## src/rtl/cmsdk_apb_wdog_mc_pkg.sv

```systemverilog
// cmsdk_apb_wdog_mc_pkg: register map, unlock key, ID bytes and CTRL bit positions
package cmsdk_apb_wdog_mc_pkg;
    typedef enum logic [2:0] {
        REG_LOAD, REG_VALUE, REG_CTRL, REG_INTCLR, REG_RIS, REG_MIS, REG_WINDOW, REG_NONE
    } reg_e;
    localparam int CTRL_INTEN = 0;
    localparam int CTRL_RESEN = 1;
    localparam int CTRL_WINEN = 2;
    localparam logic [9:0]  LOCK_WADDR = 10'h300;
    localparam logic [5:0]  ID_WPAGE   = 6'h3F;
    localparam logic [31:0] UNLOCK_KEY = 32'h1ACCE551;
    localparam logic [7:0]  PID4 = 8'h04;
    localparam logic [7:0]  PID0 = 8'h25;
    localparam logic [7:0]  PID1 = 8'hB8;
    localparam logic [7:0]  PID2 = 8'h1B;
    localparam logic [7:0]  PID3 = 8'h00;
    localparam logic [7:0]  CID0 = 8'h0D;
    localparam logic [7:0]  CID1 = 8'hF0;
    localparam logic [7:0]  CID2 = 8'h05;
    localparam logic [7:0]  CID3 = 8'hB1;
    function automatic logic [7:0] id_byte(input logic [3:0] idx);
        return idx == 4'd4  ? PID4 :
               idx == 4'd8  ? PID0 :
               idx == 4'd9  ? PID1 :
               idx == 4'd10 ? PID2 :
               idx == 4'd11 ? PID3 :
               idx == 4'd12 ? CID0 :
               idx == 4'd13 ? CID1 :
               idx == 4'd14 ? CID2 :
               idx == 4'd15 ? CID3 : 8'h00;
    endfunction
endpackage

```

## src/rtl/cmsdk_apb_wdog_mc_chan.sv

```systemverilog
// cmsdk_apb_wdog_mc_chan: one watchdog channel with counter, window check and sticky reset causes
module cmsdk_apb_wdog_mc_chan
    import cmsdk_apb_wdog_mc_pkg::*;
#(
    parameter int CNT_W = 32
) (
    input  logic             clk,
    input  logic             rst_n,
    input  logic             clk_en,
    input  logic             wr_load,
    input  logic             wr_ctrl,
    input  logic             wr_intclr,
    input  logic             wr_window,
    input  logic [CNT_W-1:0] wdata,
    input  logic [2:0]       wctrl,
    output logic [CNT_W-1:0] load,
    output logic [CNT_W-1:0] value,
    output logic [2:0]       ctrl,
    output logic [CNT_W-1:0] window,
    output logic             ris,
    output logic             mis,
    output logic             res_req,
    output logic [1:0]       cause
);
    logic [CNT_W-1:0] load_q, load_d, value_q, value_d, window_q, window_d;
    logic [2:0]       ctrl_q, ctrl_d;
    logic             ris_q, ris_d, to_q, to_d, win_q, win_d;
    logic             tick, zero, timeout;

    always_comb begin
        tick     = ctrl_q[CTRL_INTEN] & clk_en;
        zero     = value_q == '0;
        // a refresh landing on the expiry cycle cancels that expiry
        timeout  = tick & zero & ~wr_intclr;
        load_d   = wr_load ? wdata : load_q;
        ctrl_d   = wr_ctrl ? wctrl : ctrl_q;
        window_d = wr_window ? wdata : window_q;
        value_d  = wr_load   ? wdata :
                   wr_intclr ? load_q :
                   tick      ? (zero ? load_q : value_q - CNT_W'(1)) : value_q;
        ris_d    = wr_intclr ? 1'b0 : ris_q | timeout;
        to_d     = to_q | (timeout & ris_q & ctrl_q[CTRL_RESEN]);
        win_d    = win_q | (wr_intclr & ctrl_q[CTRL_WINEN] & (value_q > window_q));
    end

    always_ff @(posedge clk or negedge rst_n) begin
        if (!rst_n) begin
            load_q   <= '1;
            value_q  <= '1;
            ctrl_q   <= '0;
            window_q <= '0;
            ris_q    <= 1'b0;
            to_q     <= 1'b0;
            win_q    <= 1'b0;
        end else begin
            load_q   <= load_d;
            value_q  <= value_d;
            ctrl_q   <= ctrl_d;
            window_q <= window_d;
            ris_q    <= ris_d;
            to_q     <= to_d;
            win_q    <= win_d;
        end
    end

    assign load    = load_q;
    assign value   = value_q;
    assign ctrl    = ctrl_q;
    assign window  = window_q;
    assign ris     = ris_q;
    assign mis     = ris_q & ctrl_q[CTRL_INTEN];
    assign res_req = to_q | win_q;
    assign cause   = {win_q, to_q};
endmodule

```

## src/rtl/cmsdk_apb_wdog_mc.sv

```systemverilog
// cmsdk_apb_wdog_mc: multi-channel APB watchdog with lock, ID space and windowed refresh
module cmsdk_apb_wdog_mc
    import cmsdk_apb_wdog_mc_pkg::*;
#(
    parameter int NUM_CH = 2,
    parameter int CNT_W  = 32
) (
    input  logic                PCLK,
    input  logic                PRESETn,
    input  logic                PSEL,
    input  logic                PENABLE,
    input  logic                PWRITE,
    input  logic [11:2]         PADDR,
    input  logic [31:0]         PWDATA,
    output logic [31:0]         PRDATA,
    output logic                PREADY,
    output logic                PSLVERR,
    input  logic                WDOGCLKEN,
    output logic [NUM_CH-1:0]   WDOGINT,
    output logic                WDOGRES,
    output logic [2*NUM_CH-1:0] RESCAUSE
);
    logic [CNT_W-1:0]  load_v [NUM_CH];
    logic [CNT_W-1:0]  value_v [NUM_CH];
    logic [CNT_W-1:0]  window_v [NUM_CH];
    logic [2:0]        ctrl_v [NUM_CH];
    logic [NUM_CH-1:0] ris_v, mis_v, req_v, ch_wr;
    logic [6:0]        ch_idx;
    reg_e              reg_sel;
    logic              wr, rd, ch_hit, chan_reg, ro, slv_err, lock_q, lock_d;
    logic [31:0]       rdata;

    always_comb begin
        wr       = PSEL & PENABLE & PWRITE;
        rd       = PSEL & PENABLE & ~PWRITE;
        ch_idx   = PADDR[11:5];
        reg_sel  = reg_e'(PADDR[4:2]);
        ch_hit   = ch_idx < 7'(NUM_CH);
        chan_reg = ch_hit & (reg_sel != REG_NONE);
        ro       = reg_sel inside {REG_VALUE, REG_RIS, REG_MIS};
        slv_err  = wr & chan_reg & (lock_q | ro);
        lock_d   = (wr && PADDR == LOCK_WADDR) ? PWDATA != UNLOCK_KEY : lock_q;
        ch_wr    = '0;
        for (int n = 0; n < NUM_CH; n++)
            ch_wr[n] = wr & chan_reg & ~slv_err & (ch_idx == 7'(n));
    end

    always_ff @(posedge PCLK or negedge PRESETn) begin
        if (!PRESETn)
            lock_q <= 1'b0;
        else
            lock_q <= lock_d;
    end

    for (genvar i = 0; i < NUM_CH; i++) begin : g_ch
        cmsdk_apb_wdog_mc_chan #(.CNT_W(CNT_W)) u_chan (
            .clk       (PCLK),
            .rst_n     (PRESETn),
            .clk_en    (WDOGCLKEN),
            .wr_load   (ch_wr[i] && reg_sel == REG_LOAD),
            .wr_ctrl   (ch_wr[i] && reg_sel == REG_CTRL),
            .wr_intclr (ch_wr[i] && reg_sel == REG_INTCLR),
            .wr_window (ch_wr[i] && reg_sel == REG_WINDOW),
            .wdata     (PWDATA[CNT_W-1:0]),
            .wctrl     (PWDATA[2:0]),
            .load      (load_v[i]),
            .value     (value_v[i]),
            .ctrl      (ctrl_v[i]),
            .window    (window_v[i]),
            .ris       (ris_v[i]),
            .mis       (mis_v[i]),
            .res_req   (req_v[i]),
            .cause     (RESCAUSE[2*i+:2])
        );
    end

    always_comb begin
        rdata = '0;
        for (int n = 0; n < NUM_CH; n++)
            if (ch_hit && ch_idx == 7'(n))
                rdata = reg_sel == REG_LOAD   ? 32'(load_v[n])   :
                        reg_sel == REG_VALUE  ? 32'(value_v[n])  :
                        reg_sel == REG_CTRL   ? 32'(ctrl_v[n])   :
                        reg_sel == REG_RIS    ? 32'(ris_v[n])    :
                        reg_sel == REG_MIS    ? 32'(mis_v[n])    :
                        reg_sel == REG_WINDOW ? 32'(window_v[n]) : 32'h0;
        if (PADDR == LOCK_WADDR)
            rdata = {31'h0, lock_q};
        if (PADDR[11:6] == ID_WPAGE)
            rdata = {24'h0, id_byte(PADDR[5:2])};
    end

    assign PRDATA  = (PRESETn && rd) ? rdata : 32'h0;
    assign PSLVERR = PRESETn & slv_err;
    assign PREADY  = 1'b1;
    assign WDOGINT = mis_v;
    assign WDOGRES = |req_v;
endmodule

```

## config.mk

```make
export PLATFORM = sky130hd
export DESIGN_NAME = cmsdk_apb_wdog_mc
export DESIGN_NICKNAME = d
export VERILOG_FILES = /design/src/rtl/cmsdk_apb_wdog_mc_pkg.sv /design/src/rtl/cmsdk_apb_wdog_mc_chan.sv /design/src/rtl/cmsdk_apb_wdog_mc.sv
export SDC_FILE = /design/constraint.sdc
export NUM_CORES = 1
export LEC_CHECK = 0
export ABC_AREA = 1
export BUFFER_PORTS_ARGS = -buffer_cell sky130_fd_sc_hd__buf_2
export CAP_MARGIN = 25
export CORE_MARGIN = 2
export CORE_UTILIZATION = 57
export DETAILED_ROUTE_END_ITERATION = 6
export GPL_TIMING_DRIVEN = 0
export PLACE_DENSITY = 0.77
export SETUP_SLACK_MARGIN = 0.05
export SLEW_MARGIN = 20
export SYNTH_ARGS = -nofsm -noshare
export SYNTH_HDL_FRONTEND = slang
export SYNTH_SLANG_ARGS = --single-unit
```

## constraint.sdc

```tcl
create_clock -name PCLK -period 3.7 [get_ports PCLK]
set_clock_uncertainty 0.15 [all_clocks]
set_input_delay 0.37 -clock PCLK [delete_from_list [all_inputs] [get_ports PCLK]]
set_output_delay 0.37 -clock PCLK [all_outputs]
set_load 0.01 [all_outputs]
```

==> impl_metrics.yaml, run 1 <==
outcome:
  status: "finished, violations left"
  violations: "hold timing"
clock_network:
  clockBufferDepth: 3
  numCtsBuffers: 25
  clock_latency_ns: 0.56
  cts.sinks: 205
  root_buffer: "clkbuf_16"
  cts_setup_buffers: 0
  cts_tree: "built"
  htree_num_levels: 1
  clk_pin_slew_ns: 0.06
detailed_routing:
  vias: 15600
  wl_um: 56400
  first_pass_iters: 6
  vias_per_cell: 6.13
  drtAntennaViolNets: 0
  drtIter0Drc: 2232
  wl_per_cell_um: 22.2
  drc: 0
placement:
  hpwl_um: 43400
  place_area_um2: 15400
  port_buffers: 85
  gp_congestion: 1.02
setup_path:
  timing.reg2reg.setup_slack_ns: 0.94
  r2r_cells: 12
  cp.depth: 9
  reg2reg_to: "g_ch[0].u_chan.value[9]"
  slowest_stage: "clkbuf_1"
  worstPathRequired_ns: 3.18
  critPathKind: "in -> out"
  cp-end-kind: "primary output"
  worst_setup_path_start_kind: "input port"
  cpMostUsedCell: "buf_2"
  critPathMaxFanout: 10
  arrival_ns: 3.01
  path_cells: "buf_2, inv_2, nand2_1, nor2_1, buf_2, clkbuf_1, a22oi_1, a211oi_1, buf_2"
  path_delay_family: "buffers and inverters"
  cp_num_buf_inv: 5
  max_stage_delay_ns: 0.61
  r2r_start: "g_ch[0].u_chan.value[26]"
timing:
  rsz0062_at_grt: "false"
  whs_ns: -0.000376
  fin_crit_ns: 3.53
  fin_crit_sh: 0.953
  fmax_mhz: 284
  slew_violations: 0
  tns_ns: 0
  hold_violations: 1
  worstMarginPinSlew_ns: 0.898
  finalSetupViolCount: 0
  slew_headroom: 0.402
logic_synthesis:
  synth_cells: 2055
  ys.warnings.count: 0
  synth-seq-cells: 205
  synth.top_cell.area_share: 0.232
  yosys.area.top_type: "dfstp_2"
  syn_nets: 2171
  synth_top_flop_cell: "dfstp_2"
  synth_edf_count: 0
  synth_area_leaders: "dfstp_2 23%, nand2_1 15%, dfrtp_1 13%"
  synth_area_um2: 14500
  avgSynthCellArea_um2: 7.05
  yosysSeqAreaShare: 0.365
  ys_async_sr_fraction: 1.00
  synth.distinct_cells: 50
min_path:
  hold_end: "g_ch[1].u_chan.value[29]"
  whs_path_depth: 3
  worstHoldPathType: "in -> reg"
  hp-start: "PWDATA[29]"
cells_and_area:
  fin_area_um2: 16500
  multi_input_area_um2: 7840
  fillers: 2283
  area_growth_pct: 13.5
  nNetsFinal: 2302
  seqCellArea_um2: 5290
  drive_gt1_frac: 0.169
  post-route-util: 0.657
floorplanning:
  die_h_um: 163
  start_util: 0.579
  core-area_um2: 25000
  num_rows: 58
  ios: 89
  die_area_um2: 26700
  die_width_um: 163
global_routing:
  grt_util_all_layers: 0.422
  antenna_found_initial: 1
  grt_max_degree: 103
  grt_pass1_vias: 14500
  grt_pass1_wl_um: 84900
  overflow: 0
power_and_ir_drop:
  power.density_nw_per_um2: 314
  power_leakage_nw: 7.81
  total_power_mw: 5.17
  ir_drop_mv: 0.341
run:
  max_cap_violations: 0
what timing repair did:
| item | in CTS | in global routing |
|---|---|---|
| hold buffers | 16 | 0 |
| setup endpoints to repair | 3 | 0 |
| endpoints found under the hold margin | 53 | 0 |
| resized for setup | 1 | 0 |
tightest hold or removal path, delay by kind of cell:
family                 cells  cell delay, ns
AOI/OAI and AO/OA          2            0.22
buffers and inverters      1            0.11
per-stage QoR:
stage,instances,setup slack (ns)
2_1_floorplan,2055,1.39
5_1_grt,2535,0.158
4_1_cts,2535,0.323
6_report,2537,0.173
3_5_place_dp,2472,0.00807
3_3_place_gp,2470,-3.45
how the worst max path moves through the flow:
| stage | slack, ns | start | endpoint |
|---|---|---|---|
| 3_3_place_gp | -3.45 | PRESETn | PRDATA[14] |
| 6_report | 0.17 | PADDR[3] | PRDATA[31] |
| 5_1_grt | 0.16 | PADDR[3] | PRDATA[31] |
| 4_1_cts | 0.32 | PADDR[3] | PRDATA[31] |
| 2_1_floorplan | 1.39 | PADDR[2] | PRDATA[21] |
| 3_5_place_dp | 0.008 | PRESETn | PRDATA[13] |
cells in the final DEF, fill, tap and decap left out, types with 7 or more instances in the layout:
cell / synthesis / layout
dfstp_2: 128 / 128
nor2_1: 230 / 230
nand4_1: 43 / 43
ha_1: 68 / 68
o21ai_0: 147 / 147
dlygate4sd3_1: 0 / 14
clkbuf_16: 0 / 25
nand3_1: 99 / 99
o21ai_1: 46 / 46
a21oi_1: 119 / 119
o22ai_1: 12 / 12
inv_2: 9 / 9
o211ai_1: 13 / 13
dfrtp_1: 77 / 77
inv_1: 212 / 212
nor3_1: 14 / 14
nand2_2: 7 / 7
clkbuf_1: 26 / 33
a211oi_1: 23 / 22
o221ai_1: 24 / 24
nand2_1: 577 / 577
nor2_2: 11 / 11
buf_2: 39 / 123
buf_6: 7 / 7
xor2_1: 21 / 21
buf_4: 20 / 20
a22oi_1: 29 / 29
clkbuf_8: 0 / 9
power breakdown:
group          internal, mW  total, mW  switching [mW]
registers              2.26       2.27          0.0105
clock network          1.49       2.54            1.04
logic                0.0973      0.365           0.267
kinds of logic (layout without fill, tap and decap cells):
group	Yosys count	count (layout)	share of synthesized area
simple gates	1010	1010	0.296
compound gates	429	429	0.170
buf+inv	316	466	0.0941
flops	205	205	0.365
fa+ha+maj	68	68	0.0587
xor+xnor	26	26	0.0157
other cells	1	3	0.000259
state kept, by name (all words and copies together), names as in the netlist:
| name | flops |
|---|---|
| lock_q | 1 |
| g_ch.u_chan.ris | 2 |
| g_ch.u_chan.ctrl | 6 |
| g_ch.u_chan.to_q | 2 |
| g_ch.u_chan.win_q | 2 |
| g_ch.u_chan.value | 64 |
| g_ch.u_chan.window | 64 |
| g_ch.u_chan.load | 64 |
cells in the mapped netlist, types with 7 or more instances:
| library cell | count |
|---|---|
| nand4_1 | 43 |
| a22oi_1 | 29 |
| nor3_1 | 14 |
| o21ai_0 | 147 |
| ha_1 | 68 |
| o221ai_1 | 24 |
| dfstp_2 | 128 |
| nor2_2 | 11 |
| a211oi_1 | 23 |
| buf_2 | 39 |
| o21ai_1 | 46 |
| buf_6 | 7 |
| nand3_1 | 99 |
| nand2_2 | 7 |
| inv_2 | 9 |
| dfrtp_1 | 77 |
| inv_1 | 212 |
| buf_4 | 20 |
| nand2_1 | 577 |
| clkbuf_1 | 26 |
| nor2_1 | 230 |
| o22ai_1 | 12 |
| o211ai_1 | 13 |
| a21oi_1 | 119 |
| xor2_1 | 21 |
routing by layer:
| metal | vias to the layer above | global-route usage | share of wire |
|---|---|---|---|
| met5 | - | 0 | 0 |
| met4 | 0 | 0.188 | 0.050 |
| met3 | 174 | 0.0691 | 0.10 |
| met2 | 926 | 0.677 | 0.45 |
| met1 | 7384 | 0.562 | 0.39 |
| li1 | 7071 | - | - |
layout make-up:
cell class	instances	area share
well taps	330	0.0251
clock buffers	41	0.0471
flip-flops and latches	205	0.322
plain buffers	94	0.0322
repair buffers	104	0.0432
multi-input cells	1534	0.477
diodes	2	0.000304
clock inverters	5	0.00327
inverters	222	0.0507
No activity file was read; power rests on OpenSTA's default activity.
==> run 2, diff against run 1 <==
CTS_BUF_LIST = sky130_fd_sc_hd__clkbuf_8   (was not set)
MAX_ROUTING_LAYER = met4   (was not set)
==> impl_metrics.yaml, run 2 (synthesis results as in run 1) <==
outcome:
  status: "completed"
global_routing:
  grt_util_all_layers: 0.432
  antenna_found_initial: 0
  grt_max_degree: 83
  grt_pass1_wl_um: 83900
  grt_pass1_vias: 14500
  overflow: 0
timing:
  hold_violations: 0
  slew_headroom: 0.387
  fin_crit_ns: 3.45
  fmax_mhz: 290
  finalSetupViolCount: 0
  worstMarginPinSlew_ns: 0.919
  rsz0062_at_grt: "false"
  fin_crit_sh: 0.931
  slew_violations: 0
clock_network:
  clk_pin_slew_ns: 0.05
  clock_latency_ns: 0.56
  cts.sinks: 205
  htree_num_levels: 2
  clockBufferDepth: 3
  numCtsBuffers: 39
  root_buffer: "clkbuf_8"
  cts_tree: "built"
cells_and_area:
  drive_gt1_frac: 0.173
  antennaDiodeCount: 0
  final_cell_mix: "577 x nand2_1, 230 x nor2_1, 228 x inv_1, 147 x o21ai_0, 128 x dfstp_2"
  area_growth_pct: 12.6
  fin_cells: 2552
  fillers: 2344
  multi_input_area_um2: 7840
  final_common_cell: "nand2_1"
  nNetsFinal: 2310
  seqCellArea_um2: 5290
  fin_area_um2: 16300
setup_path:
  max_stage_delay_ns: 0.60
  critPathMaxFanout: 10
  path_delay_family: "buffers and inverters"
  worst_setup_path_start_kind: "input port"
  crit_path_start: "PADDR[3]"
  critPathKind: "in -> out"
  cp_num_buf_inv: 5
  cp-end-kind: "primary output"
  path_cells: "buf_2, inv_2, nand2_1, nor2_1, buf_2, clkbuf_1, a22oi_1, a211oi_1, buf_2"
  slowest_stage: "clkbuf_1"
  worstPathRequired_ns: 3.18
  arrival_ns: 2.93
  cpMostUsedCell: "buf_2"
  r2r_start: "g_ch[0].u_chan.value[0]"
detailed_routing:
  vias_per_cell: 6.06
  first_pass_iters: 6
  wl_met1_um: 22200
  wl_um: 55900
  drc: 0
  drtAntennaViolNets: 0
  wl_per_cell_um: 21.9
  met3_length_um: 5680
  met2_length_um: 24900
  top_layer: "met4"
  vias: 15500
  drtIter0Drc: 1870
floorplanning:
  start_util: 0.579
  core-area_um2: 25000
  ios: 89
  die_width_um: 163
  die_area_um2: 26700
  die_h_um: 163
  num_rows: 58
power_and_ir_drop:
  ir_drop_mv: 0.264
  total_power_mw: 4.95
  power.density_nw_per_um2: 303
  power_leakage_nw: 7.82
min_path:
  worstHoldPathType: "in -> reg"
  hp-start: "PWDATA[21]"
placement:
  placedCellCount: 2472
  place_area_um2: 15400
  port_buffers: 85
  gp_congestion: 1.02
  hpwl_um: 43600
run:
  max_cap_violations: 0
-- run 2: final timing paths --
kind                            slack (ns)  cells past startpoint                  endpoint
worst min-delay path                  0.02                      3  g_ch[1].u_chan.value[21]
worst max-delay path                  0.25                      9                PRDATA[31]
worst min register to register        0.33                      2  g_ch[0].u_chan.window[6]
worst max register to register        0.90                     15  g_ch[0].u_chan.value[28]
max in group asynchronous             1.98                      5  g_ch[0].u_chan.value[31]
min in group asynchronous             0.33                      3        g_ch[1].u_chan.ris
-- run 2: tightest hold or removal path, delay by kind of cell --
family	cells	cell delay, ns
buffers and inverters	1	0.11
AOI/OAI and AO/OA	2	0.23
-- run 2: area by class of cell --
type / instances / share of cell area
clock buffer: 50 / 0.0422
multi-input combinational: 1534 / 0.480
tap: 330 / 0.0253
buffer: 94 / 0.0324
timing repair buffer: 98 / 0.0382
inverter: 222 / 0.0512
clock inverter: 19 / 0.00614
sequential: 205 / 0.324
-- run 2: power by group --
| group | leakage (nW) | internal, mW | switching [mW] |
|---|---|---|---|
| logic | 4.98 | 0.0888 | 0.263 |
| registers | 2.37 | 2.26 | 0.0106 |
| clock network | 0.467 | 1.28 | 1.05 |
| total | 7.82 | 3.63 | 1.32 |
-- run 2: timing repair --
action / in CTS / in global routing
buffers inserted: 0 / 0
hold buffers: 11 / 0
setup endpoints to repair: 3 / 0
gates resized for setup: 1 / 0
endpoints found under the hold margin: 87 / 0
-- run 2: through the flow --
step,util,setup slack [ns],hold WS (ns),setup TNS (ns)
after floorplan,-,1.39,-0.0756,0
after CTS,0.652,0.392,0.00435,0
after global placement,0.612,-3.49,0.315,-216.49
final,0.652,0.254,0.0232,0
after global routing,0.652,0.309,0.0279,0
after detailed placement,0.615,0.00430,0.229,0
-- run 2: per-layer routing --
layer  up-vias  global-route usage
met5         -                   -
met4         0               0.215
met3       210              0.0721
met2       955               0.662
met1      7198               0.554
li1       7090                   -
==> run 3, diff against run 2 <==
CORE_MARGIN = 4   (was 2)
==> impl_metrics.yaml, run 3 (synthesis results as in run 1) <==
setup_path:
  worst_setup_path_start_kind: "input port"
  timing.reg2reg.setup_slack_ns: 0.93
  critPathKind: "in -> out"
  worstPathRequired_ns: 3.18
  r2r_start: "g_ch[0].u_chan.value[0]"
  critPathMaxFanout: 10
  cp-end-kind: "primary output"
  r2r_cells: 13
  arrival_ns: 2.89
  reg2reg_to: "g_ch[0].u_chan.value[12]"
  crit_path_start: "PADDR[3]"
  cp-endpoint: "PRDATA[6]"
timing:
  finalSetupViolCount: 0
  whs_ns: 0.0274
  fmax_mhz: 293
  rsz0062_at_grt: "false"
  fin_crit_sh: 0.922
  slew_headroom: 0.308
  worstMarginPinSlew_ns: 1.04
  fin_crit_ns: 3.41
  hold_violations: 0
  fin_ws_ns: 0.289
  slew_violations: 0
power_and_ir_drop:
  power.density_nw_per_um2: 302
  total_power_mw: 4.94
  ir_drop_mv: 0.257
  power_leakage_nw: 7.83
cells_and_area:
  fin_area_um2: 16300
  drive_gt1_frac: 0.173
  area_growth_pct: 12.8
  final_cell_mix: "577 x nand2_1, 230 x nor2_1, 228 x inv_1, 147 x o21ai_0, 128 x dfstp_2"
  nNetsFinal: 2314
  antennaDiodeCount: 0
  fin_cells: 2557
  final_common_cell: "nand2_1"
global_routing:
  antenna_found_initial: 0
  grt_pass1_vias: 15000
  grt_max_degree: 87
  overflow: 0
  grt_util_all_layers: 0.407
  grt_pass1_wl_um: 86200
clock_network:
  clock_latency_ns: 0.55
  numCtsBuffers: 39
  cts_tree: "built"
  htree_num_levels: 2
  root_buffer: "clkbuf_8"
  clockBufferDepth: 3
  clk_pin_slew_ns: 0.06
  cts.sinks: 205
  cts_setup_buffers: 0
floorplanning:
  core-area_um2: 25100
  ios: 89
  start_util: 0.577
  die_width_um: 167
  num_rows: 58
  die_h_um: 167
  die_area_um2: 28000
detailed_routing:
  vias: 15500
  met3_length_um: 5810
  top_layer: "met4"
  wl_um: 56600
  wl_met1_um: 22600
  drtIter0Drc: 2059
  first_pass_iters: 6
  drc: 0
  met2_length_um: 24900
  wl_per_cell_um: 22.1
  drtAntennaViolNets: 0
  vias_per_cell: 6.05
min_path:
  worstHoldPathType: "in -> reg"
placement:
  placedCellCount: 2472
  port_buffers: 85
  hpwl_um: 43600
  place_ws_ns: 0.143
  gp_congestion: 1.00
  place_area_um2: 15400
outcome:
  status: "completed"
run:
  max_cap_violations: 0
-- run 3: changes by cell type in the layout (fill, tap and decap cells not counted), sizes merged --
cell         change
clkinv           +2
clkbuf           -1
dlygate4sd3      +4
-- run 3: area by class of cell --
class                           count  area, um^2
Multi-Input combinational cell   1534        7840
Timing Repair Buffer              102         658
Buffer                             94         529
Tap cell                          330         413
Sequential cell                   205        5290
Clock buffer                       49         674
Clock inverter                     21         110
Fill cell                        2336        8760
Inverter                          222         835
-- run 3: worst min path at each step --
stage	slack, ns	from	cells after the start	endpoint
2_1_floorplan	-0.08	PRESETn	0	g_ch[0].u_chan.ctrl[0]
3_3_place_gp	0.31	g_ch[0].u_chan.load[15]	2	g_ch[0].u_chan.load[15]
3_5_place_dp	0.19	PRESETn	1	g_ch[0].u_chan.window[6]
4_1_cts	0.002	PWDATA[8]	3	g_ch[0].u_chan.load[8]
5_1_grt	0.04	PWDATA[5]	3	g_ch[0].u_chan.load[5]
6_report	0.03	PWDATA[3]	3	g_ch[1].u_chan.value[3]
-- run 3: metrics by stage --
step | util | setup TNS [ns]
finish | 0.651 | 0
global route | 0.651 | 0
CTS | 0.651 | 0
detailed placement | 0.613 | 0
global placement | 0.610 | -213.83
floorplan | - | 0
-- run 3: critical path: stages --
cell and delay (ns):
buf_2 0.14, inv_2 0.11, nand2_1 0.08, nor2_1 0.23, buf_2 0.40, clkbuf_1 0.59
a22oi_1 0.22, nand3_1 0.22, o211ai_1 0.12, a21oi_1 0.23, buf_2 0.17
-- run 3: power breakdown --
part	internal (mW)	leakage (nW)	switching, mW	total, mW
Clock	1.26	0.467	1.05	2.31
Combinational	0.0910	5.00	0.264	0.355
Sequential	2.26	2.37	0.0107	2.27
-- run 3: per-layer routing --
layer	track usage	vias up
met1	0.534	7197
met4	0.196	0
met5	-	-
met3	0.0781	227
li1	-	7092
met2	0.611	945
-- run 3: repair_timing --
item	CTS	global route
endpoints found under the hold margin	70	0
hold buffers	15	0
resized for setup	0	0
